[src/rtl/sdram_pkg.sv]
// Shared SDRAM command encodings, mode-register layout and W9825G6KH timing defaults (100 MHz).
// Imported by the init/refresh engine and the read/write engine.
package sdram_pkg;

  localparam logic [3:0] CMD_INHIBIT = 4'b1111;
  localparam logic [3:0] CMD_NOP     = 4'b0111;
  localparam logic [3:0] CMD_ACT     = 4'b0011;
  localparam logic [3:0] CMD_RD      = 4'b0101;
  localparam logic [3:0] CMD_WR      = 4'b0100;
  localparam logic [3:0] CMD_PRE     = 4'b0010;
  localparam logic [3:0] CMD_AREF    = 4'b0001;
  localparam logic [3:0] CMD_MRS     = 4'b0000;

  localparam int MR_BL_LSB = 0;
  localparam int MR_BT_BIT = 3;
  localparam int MR_CL_LSB = 4;
  localparam int MR_WB_BIT = 9;
  localparam int A_AP_BIT  = 10;

  localparam int DEF_T_INIT       = 20000;
  localparam int DEF_T_RP         = 2;
  localparam int DEF_T_RC         = 7;
  localparam int DEF_T_MRD        = 2;
  localparam int DEF_INIT_AREF    = 8;
  localparam int DEF_REF_INTERVAL = 781;

  typedef enum logic [3:0] {
    S_WAIT, S_PRE, S_PRE_W, S_AREF, S_AREF_W,
    S_MRS, S_MRS_W, S_IDLE, S_REF, S_REF_W
  } init_state_t;

  function automatic logic [15:0] mode_reg(input int cas_lat, input logic [2:0] burst_code,
                                           input logic burst_type, input logic wb_single);
    logic [15:0] mr;
    logic [31:0] cl;
    cl = cas_lat;
    mr = '0;
    mr[MR_BL_LSB +: 3] = burst_code;
    mr[MR_BT_BIT]      = burst_type;
    mr[MR_CL_LSB +: 3] = cl[2:0];
    mr[MR_WB_BIT]      = wb_single;
    return mr;
  endfunction

endpackage

[src/rtl/sdram_init_refresh_ctrl_if.sv]
// SDRAM command bus plus the refresh request/grant handshake with the read/write engine.
// master = init/refresh engine, slave = the side that grants refreshes and observes the bus.
interface sdram_init_refresh_ctrl_if #(
  parameter int ADDR_W = 13,
  parameter int BA_W   = 2,
  parameter int DQM_W  = 2
);
  logic              CKE;
  logic              CS_N;
  logic              RAS_N;
  logic              CAS_N;
  logic              WE_N;
  logic [ADDR_W-1:0] A;
  logic [BA_W-1:0]   BS;
  logic [DQM_W-1:0]  DQM;
  logic              init_done;
  logic              ref_req;
  logic              ref_done;
  logic              bus_own;
  logic              ref_miss;
  logic              ref_grant;

  modport master (
    output CKE, CS_N, RAS_N, CAS_N, WE_N, A, BS, DQM,
    output init_done, ref_req, ref_done, bus_own, ref_miss,
    input  ref_grant
  );

  modport slave (
    input  CKE, CS_N, RAS_N, CAS_N, WE_N, A, BS, DQM,
    input  init_done, ref_req, ref_done, bus_own, ref_miss,
    output ref_grant
  );
endinterface

[src/rtl/sdram_ref_timer.sv]
// Refresh interval timer: raises ref_req every REF_INTERVAL clocks, flags ref_miss if one is still pending.
// Latency: registered, 1 cycle; a request is held until grant takes it, never queued twice.
module sdram_ref_timer #(
  parameter int REF_INTERVAL = 781
) (
  input  logic clk,
  input  logic rst_n,
  input  logic enable,
  input  logic reload,
  input  logic grant,
  output logic ref_req,
  output logic ref_miss
);
  localparam int TW = $clog2(REF_INTERVAL + 1);

  logic [TW-1:0] tmr;
  logic          expire;
  logic          take;

  assign expire = enable && (tmr == TW'(REF_INTERVAL - 1));
  assign take   = grant && ref_req;

  // An AREF issued on the expiry cycle wins: request drops, no miss recorded.
  always_ff @(posedge clk or negedge rst_n) begin
    if (!rst_n) begin
      tmr      <= '0;
      ref_req  <= 1'b0;
      ref_miss <= 1'b0;
    end else begin
      if (!enable || reload || expire) tmr <= '0;
      else                             tmr <= tmr + 1'b1;
      if (take)        ref_req <= 1'b0;
      else if (expire) ref_req <= 1'b1;
      if (expire && ref_req && !take) ref_miss <= 1'b1;
    end
  end
endmodule

[src/rtl/sdram_init_refresh_ctrl.sv]
// SDRAM power-up sequence (pause, PRE-all, N x AREF, MRS) then periodic AREF via ref_req/ref_grant.
// Latency: all outputs registered from the next state; refresh waits indefinitely for ref_grant.
module sdram_init_refresh_ctrl
  import sdram_pkg::*;
#(
  parameter int         T_INIT       = DEF_T_INIT,
  parameter int         T_RP         = DEF_T_RP,
  parameter int         T_RC         = DEF_T_RC,
  parameter int         T_MRD        = DEF_T_MRD,
  parameter int         INIT_AREF    = DEF_INIT_AREF,
  parameter int         REF_INTERVAL = DEF_REF_INTERVAL,
  parameter int         CAS_LAT      = 3,
  parameter logic [2:0] BURST_CODE   = 3'b011,
  parameter logic       BURST_TYPE   = 1'b0,
  parameter logic       WB_SINGLE    = 1'b0,
  parameter int         ADDR_W       = 13,
  parameter int         BA_W         = 2,
  parameter int         DQM_W        = 2
) (
  input logic                       REF_CLK,
  input logic                       RST_N,
  sdram_init_refresh_ctrl_if.master sdram
);
  localparam int                CNT_W   = $clog2(T_INIT + T_RP + T_RC + T_MRD + 1);
  localparam logic [15:0]       MR_FULL = mode_reg(CAS_LAT, BURST_CODE, BURST_TYPE, WB_SINGLE);
  localparam logic [ADDR_W-1:0] MR_VAL  = MR_FULL[ADDR_W-1:0];
  localparam logic [ADDR_W-1:0] PRE_ALL = ADDR_W'(1) << A_AP_BIT;

  init_state_t       state, state_nxt;
  logic [CNT_W-1:0]  cnt, cnt_nxt;
  logic [3:0]        aref_cnt;
  logic [3:0]        cmd_q, cmd_nxt;
  logic [ADDR_W-1:0] a_q, a_nxt;
  logic [DQM_W-1:0]  dqm_q;
  logic              cke_q, init_done_q, init_done_nxt, ref_done_q, bus_own_q;
  logic              ref_req, ref_miss;

  always_comb begin
    state_nxt = state;
    case (state)
      S_WAIT:   if (cnt == CNT_W'(T_INIT - 1)) state_nxt = S_PRE;
      S_PRE:    state_nxt = S_PRE_W;
      S_PRE_W:  if (cnt == CNT_W'(T_RP - 1)) state_nxt = S_AREF;
      S_AREF:   state_nxt = S_AREF_W;
      S_AREF_W: if (cnt == CNT_W'(T_RC - 1))
                  state_nxt = (aref_cnt < 4'(INIT_AREF)) ? S_AREF : S_MRS;
      S_MRS:    state_nxt = S_MRS_W;
      S_MRS_W:  if (cnt == CNT_W'(T_MRD - 1)) state_nxt = S_IDLE;
      S_IDLE:   if (ref_req && sdram.ref_grant) state_nxt = S_REF;
      S_REF:    state_nxt = S_REF_W;
      S_REF_W:  if (cnt == CNT_W'(T_RC - 1)) state_nxt = S_IDLE;
      default:  state_nxt = S_WAIT;
    endcase

    // The counter runs across a command and its wait state, so a wait ending at T_x-1
    // leaves exactly T_x cycles between consecutive commands.
    cnt_nxt = (state_nxt inside {S_PRE, S_AREF, S_MRS, S_REF, S_IDLE}) ? '0 : cnt + 1'b1;

    cmd_nxt = CMD_NOP;
    a_nxt   = '0;
    case (state_nxt)
      S_PRE:         begin cmd_nxt = CMD_PRE; a_nxt = PRE_ALL; end
      S_AREF, S_REF: cmd_nxt = CMD_AREF;
      S_MRS:         begin cmd_nxt = CMD_MRS; a_nxt = MR_VAL; end
      default:       ;
    endcase

    init_done_nxt = init_done_q || (state_nxt == S_IDLE);
  end

  always_ff @(posedge REF_CLK or negedge RST_N) begin
    if (!RST_N) begin
      state       <= S_WAIT;
      cnt         <= '0;
      aref_cnt    <= '0;
      cke_q       <= 1'b0;
      cmd_q       <= CMD_INHIBIT;
      a_q         <= '0;
      dqm_q       <= '1;
      init_done_q <= 1'b0;
      ref_done_q  <= 1'b0;
      bus_own_q   <= 1'b1;
    end else begin
      state       <= state_nxt;
      cnt         <= cnt_nxt;
      if (state == S_AREF) aref_cnt <= aref_cnt + 1'b1;
      cke_q       <= 1'b1;
      cmd_q       <= cmd_nxt;
      a_q         <= a_nxt;
      dqm_q       <= init_done_nxt ? '0 : '1;
      init_done_q <= init_done_nxt;
      ref_done_q  <= (state_nxt == S_REF_W) && (cnt_nxt == CNT_W'(T_RC - 1));
      bus_own_q   <= (state_nxt != S_IDLE);
    end
  end

  sdram_ref_timer #(
    .REF_INTERVAL(REF_INTERVAL)
  ) u_ref_timer (
    .clk      (REF_CLK),
    .rst_n    (RST_N),
    .enable   (init_done_q),
    .reload   (state_nxt == S_REF),
    .grant    ((state == S_IDLE) && sdram.ref_grant),
    .ref_req  (ref_req),
    .ref_miss (ref_miss)
  );

  assign sdram.CKE                                  = cke_q;
  assign {sdram.CS_N, sdram.RAS_N, sdram.CAS_N, sdram.WE_N} = cmd_q;
  assign sdram.A                                    = a_q;
  assign sdram.BS                                   = '0;
  assign sdram.DQM                                  = dqm_q;
  assign sdram.init_done                            = init_done_q;
  assign sdram.ref_req                              = ref_req;
  assign sdram.ref_done                             = ref_done_q;
  assign sdram.bus_own                              = bus_own_q;
  assign sdram.ref_miss                             = ref_miss;
endmodule
[src/flat_wrapper.sv]
// flat-port wrapper written by rule: the top's interface ports become plain ports
module sdram_init_refresh_ctrl_flat import sdram_pkg::*;
#(
  parameter int         T_INIT       = DEF_T_INIT,
  parameter int         T_RP         = DEF_T_RP,
  parameter int         T_RC         = DEF_T_RC,
  parameter int         T_MRD        = DEF_T_MRD,
  parameter int         INIT_AREF    = DEF_INIT_AREF,
  parameter int         REF_INTERVAL = DEF_REF_INTERVAL,
  parameter int         CAS_LAT      = 3,
  parameter logic [2:0] BURST_CODE   = 3'b011,
  parameter logic       BURST_TYPE   = 1'b0,
  parameter logic       WB_SINGLE    = 1'b0,
  parameter int         ADDR_W       = 13,
  parameter int         BA_W         = 2,
  parameter int         DQM_W        = 2
)
  (REF_CLK, RST_N, sdram_CKE, sdram_CS_N, sdram_RAS_N, sdram_CAS_N, sdram_WE_N, sdram_A, sdram_BS, sdram_DQM, sdram_init_done, sdram_ref_req, sdram_ref_done, sdram_bus_own, sdram_ref_miss, sdram_ref_grant);
  sdram_init_refresh_ctrl_if #(.ADDR_W(ADDR_W), .BA_W(BA_W), .DQM_W(DQM_W)) sdram_i ();
  input logic REF_CLK;
  input logic RST_N;
  output wire logic [$bits(sdram_i.CKE)-1:0] sdram_CKE;
  output wire logic [$bits(sdram_i.CS_N)-1:0] sdram_CS_N;
  output wire logic [$bits(sdram_i.RAS_N)-1:0] sdram_RAS_N;
  output wire logic [$bits(sdram_i.CAS_N)-1:0] sdram_CAS_N;
  output wire logic [$bits(sdram_i.WE_N)-1:0] sdram_WE_N;
  output wire logic [$bits(sdram_i.A)-1:0] sdram_A;
  output wire logic [$bits(sdram_i.BS)-1:0] sdram_BS;
  output wire logic [$bits(sdram_i.DQM)-1:0] sdram_DQM;
  output wire logic [$bits(sdram_i.init_done)-1:0] sdram_init_done;
  output wire logic [$bits(sdram_i.ref_req)-1:0] sdram_ref_req;
  output wire logic [$bits(sdram_i.ref_done)-1:0] sdram_ref_done;
  output wire logic [$bits(sdram_i.bus_own)-1:0] sdram_bus_own;
  output wire logic [$bits(sdram_i.ref_miss)-1:0] sdram_ref_miss;
  input wire logic [$bits(sdram_i.ref_grant)-1:0] sdram_ref_grant;
  assign sdram_CKE = sdram_i.CKE;
  assign sdram_CS_N = sdram_i.CS_N;
  assign sdram_RAS_N = sdram_i.RAS_N;
  assign sdram_CAS_N = sdram_i.CAS_N;
  assign sdram_WE_N = sdram_i.WE_N;
  assign sdram_A = sdram_i.A;
  assign sdram_BS = sdram_i.BS;
  assign sdram_DQM = sdram_i.DQM;
  assign sdram_init_done = sdram_i.init_done;
  assign sdram_ref_req = sdram_i.ref_req;
  assign sdram_ref_done = sdram_i.ref_done;
  assign sdram_bus_own = sdram_i.bus_own;
  assign sdram_ref_miss = sdram_i.ref_miss;
  assign sdram_i.ref_grant = sdram_ref_grant;
  sdram_init_refresh_ctrl #(.T_INIT(T_INIT), .T_RP(T_RP), .T_RC(T_RC), .T_MRD(T_MRD), .INIT_AREF(INIT_AREF), .REF_INTERVAL(REF_INTERVAL), .CAS_LAT(CAS_LAT), .BURST_CODE(BURST_CODE), .BURST_TYPE(BURST_TYPE), .WB_SINGLE(WB_SINGLE), .ADDR_W(ADDR_W), .BA_W(BA_W), .DQM_W(DQM_W)) u_core (.REF_CLK(REF_CLK), .RST_N(RST_N), .sdram(sdram_i));
endmodule
[config.mk]
export PLATFORM = sky130hd
export DESIGN_NAME = sdram_init_refresh_ctrl_flat
export DESIGN_NICKNAME = d
export VERILOG_FILES = /design/src/rtl/sdram_pkg.sv /design/src/rtl/sdram_init_refresh_ctrl_if.sv /design/src/rtl/sdram_ref_timer.sv /design/src/rtl/sdram_init_refresh_ctrl.sv /design/src/flat_wrapper.sv
export SDC_FILE = /design/constraint.sdc
export NUM_CORES = 1
export LEC_CHECK = 0
export CORE_ASPECT_RATIO = 0.5
export CORE_MARGIN = 3
export CORE_UTILIZATION = 40
export CTS_CLUSTER_DIAMETER = 120
export DETAILED_ROUTE_END_ITERATION = 8
export PLACE_DENSITY = 0.72
export SLEW_MARGIN = 20
export SYNTH_ARGS = -nofsm -noshare
export SYNTH_HDL_FRONTEND = slang
export SYNTH_SLANG_ARGS = --single-unit
[constraint.sdc]
create_clock -name REF_CLK -period 2.15 [get_ports REF_CLK]
set_clock_uncertainty 0.05 [all_clocks]
set_input_delay 0.215 -clock REF_CLK [delete_from_list [all_inputs] [get_ports REF_CLK]]
set_output_delay 0.215 -clock REF_CLK [all_outputs]
set_load 0.01 [all_outputs]
==> results.txt, run 1 <==
----------------------------------------------------
[Route]
  Post-Route WL ... 6.93 mm
  Routed length per instance ... 17.0 µm
  Count of vias placed by the detailed router ... 2274
  Initial DRT Pass Iterations ... 4
  Detailed router's first-iteration violation count ... 145
  Average via count per standard cell ... 5.59
  Number of nets still failing antenna checks after routing ... 0
  Number of design rule violations left after detail routing ... 0

[Power and ir drop]
  Total leakage power ... 1.48 nW
  PD cells ... 497 nW/µm²
  Worst-case vdd ir drop ... 0.258 mV

[Timing]
  Final setup violating endpoints ... 14
  Final period demand of the worst path ... about 2.2 ns
  Number of max-slew violations in the final report ... 0
  Post-layout worst setup margin ... -0.0765 ns
  Max-slew headroom at the worst pin ... 61.6%
  Count of final hold-check violations ... 0
  Worst-margin pin slew ... slightly below 0.6 ns
  RSZ-0062 raised after global routing ... true
  Final TNS setup ... -0.402 ns
  Final period utilization ... 104%
  FMAX ... around 450 MHz

[Worst setup path]
  Startpoint type of the worst setup path ... flip-flop
  Crit. End Element ... flip-flop
  Maximum fanout encountered on the critical timing path ... 4
  Cells on worst reg2reg path ... 8
  Critical register-to-register path endpoint ... u_core.cnt[2]
  Launch instance of the worst register-to-register path ... u_core.cnt[1]
  Capture point of the worst path ... u_core.cnt[2]
  FF-to-FF setup slack ... -0.08 ns
  Req. time, crit path ... around 2.3 ns
  Worst setup path class ... flip-flop to flip-flop
  Data arrival, critical path ... 2.37 ns
  Crit. Startpoint ... u_core.cnt[1]

[GRT]
  Aggregate global-route resource usage ... 17.6%
  Wire length of the first global-routing pass ... approximately 11 mm
  Total overflow reported by the global router ... 0
  Maximum number of pins on one net before global-route repair ... 47
  Antenna violations before repair ... 0
  Vias in the first global route ... between 2000 and 2500

[Synthesis]
  Fraction of post-synthesis cell area in the top cell type by area ... 36.9%
  Count of unique library cells instantiated by Yosys ... 58
  Portion of the post-synthesis area used by sequential elements ... 42.7%
  Async set-reset flop share out of synthesis ... 100%
  Number of enable flip-flop cells after synthesis ... 0
  Fraction of the mapped netlist area in simple logic gates ... between 20% and 30%
  Combinational family with the most area after synthesis ... simple AND/OR/NAND/NOR gates
  Average size of a mapped cell ... 10.1 µm²
  Compound-Gate Fraction of Synth Area ... 13.5%
  XOR/XNOR Fraction of Synth Area ... under 10%
  Adder-cell area share of the yosys netlist ... 2.77%
  Proportion of synthesized area in mux cells ... 0.784%
  Post-synthesis sequential element count ... 46
  Ys Warns ... 0
  Top area cells in the synthesized netlist ... dfrtp_1, dfstp_2, xnor2_1
  Instance count of the mapped netlist ... 269
  Biggest area consumer among synthesized cells ... dfrtp_1
  Synth Flop Type ... dfrtp_1
  Mapped Area ... 2710 µm²

[Die]
  Starting Density ... between 40 and 50%
  Die footprint ... 7870 µm²
  Vertical die dimension ... 64.2 µm
  Row cnt ... 20
  Die X-Extent ... approximately 120 µm
  Ports ... 30
  Core Footprint ... ~6300 µm²

[Clocking]
  Deepest level of the CTS H-tree ... 2
  Number of buffers created by CTS ... 5
  Root buf cell ... clkbuf_16
  TritonCTS clock tree ... done
  Number of clock sinks ... 46
  Worst-case clock buffer depth ... 2
  Clock-pin slew on the worst setup and hold paths ... 0.06 ns
  Skew-Pair Late Insertion Delay ... 0.29 ns

[Placed design]
  Placed wire-length estimate ... 4.50 mm
  Total of buffers placed on input and output ports ... 19
  Global placer's final weighted congestion ... 0.825
  Setup slack after placement ... -0.164 ns
  Placed cell count ... 390

[Run status]
  Failing checks ... setup timing
  Run status ... finished, violations left

[Cells and area]
  Antenna Cells ... 0
  Fraction of final layout cells with drive strength greater than 1 ... 31.3%
  Filler Cell Count ... between 500 and 600
  Most common library cell in the layout ignoring fill and taps ... dfrtp_1
  Area used by multi-input combinational logic ... 1550 µm²
  Highest-count cells in the layout ignoring fill and taps ... dfrtp_1, buf_4, clkdlybuf4s50_1
  Sequential cell area in the final layout ... 1160 µm²
  Area delta synth->final ... 31.5%
  Nets ... 327
  Final cell count without fillers ... 407

[Run]
  Maximum Capacitance Violations ... 0

[Hold path]
  Class of the worst hold path ... flip-flop to flip-flop

----------------------------------------------------
-- cells in the mapped netlist, drive strengths merged (4+ instances only) --
cell type  number
dfstp           6
nand2          15
a21oi           5
nor4            4
or2             5
o21ai           4
xor2           10
a211oi         16
dfrtp          40
ha              6
nor2b           5
xnor2          16
nor2           17
inv            12
buf            25
nand4           7
nor3           12
nand3          16
-- report_power, final --
group	internal (W)	switching (W)	total, W
logic	0.00000802	0.0000283	0.0000363
clock network	0.000549	0.000319	0.000868
registers	0.000869	0.000000510	0.000869
total	0.00143	0.000348	0.00177
-- critical path: stages (launching register included) --
cell and delay (ns):
dfrtp_1 0.44, ha_4 0.19, and4bb_2 0.24, nand4_4 0.12, buf_4 0.12, a22oi_2 0.09, or3b_4 0.48, clkbuf_16 0.19
a211oi_4 0.21
-- stage by stage --
stage / cell area, µm² / power [W] / util [%] / hold WS (ns)
after CTS: 3390 / 0.00179 / 53.7 / 0.424
after global placement: 3110 / 0.000919 / 49.3 / 0.272
after floorplan: 2750 / 0.000908 / - / -0.131
after global routing: 3570 / 0.00183 / 56.6 / 0.446
after detailed placement: 3110 / 0.000921 / 49.3 / 0.296
final: 3570 / 0.00177 / 56.6 / 0.420
-- sequential cells by signal, summed over array words and instances, names as in the netlist --
register,flops
u_core.sdram.A,2
u_core.sdram.ref_done,1
u_core.sdram.bus_own,1
u_core.state,4
u_core.u_ref_timer.tmr,10
u_core.sdram.DQM,1
u_core.aref_cnt,4
u_core.u_ref_timer.ref_miss,1
u_core.sdram.CKE,1
u_core.u_ref_timer.ref_req,1
u_core.cnt,15
u_core.cmd_q,4
u_core.sdram.init_done,1
-- cell type report --
cell class              count  area share [%]
multi-input cells         195            43.3
repair buffers             58            15.2
flip-flops and latches     46            32.5
well taps                  88            3.08
clock inverters             2            1.05
clock buffers               6            3.61
inverters                  12            1.26
-- worst min-delay path by stage --
stage / start / end / depth (start not counted)
floorplan: RST_N / u_core.aref_cnt[0] / 0
global placement: RST_N / u_core.sdram.CKE / 2
detailed placement: RST_N / u_core.sdram.CKE / 2
CTS: u_core.u_ref_timer.ref_miss / u_core.u_ref_timer.ref_miss / 1
global route: u_core.u_ref_timer.ref_miss / u_core.u_ref_timer.ref_miss / 1
finish: u_core.u_ref_timer.ref_miss / u_core.u_ref_timer.ref_miss / 1
-- layer usage --
layer	GRT usage (%)	share of wire [%]	vias up
li1	-	-	1035
met1	22.4	42	1152
met2	31.0	51	71
met3	3.09	5.1	16
met4	5.02	2.4	0
met5	0	0	-
-- kinds of logic (layout without fill, tap and decap cells) --
| group | count (synthesis) | count (layout) |
|---|---|---|
| simple gates | 105 | 105 |
| flops | 46 | 46 |
| compound gates | 44 | 44 |
| buf+inv | 38 | 78 |
| xor+xnor | 26 | 26 |
| fa+ha+maj | 6 | 6 |
| other cells | 2 | 12 |
| mux | 2 | 2 |
-- timing repair --
| item | 4_1_cts | 5_1_grt |
|---|---|---|
| resized for setup | 11 | 24 |
| endpoints found under the setup margin | 15 | 20 |
| pin swaps | 3 | 19 |
| cloned | 1 | 1 |
| buffers inserted | 4 | 2 |
| hold buffers | 1 | 0 |
| endpoints found under the hold margin | 40 | 0 |
No activity file was read; power rests on OpenSTA's default activity.
==> run 2: changes to the inputs <==
- ABC_AREA: default -> 0
==> results of run 2 <==
No change in the layout: final DEF, timing and power equal those of run 1.
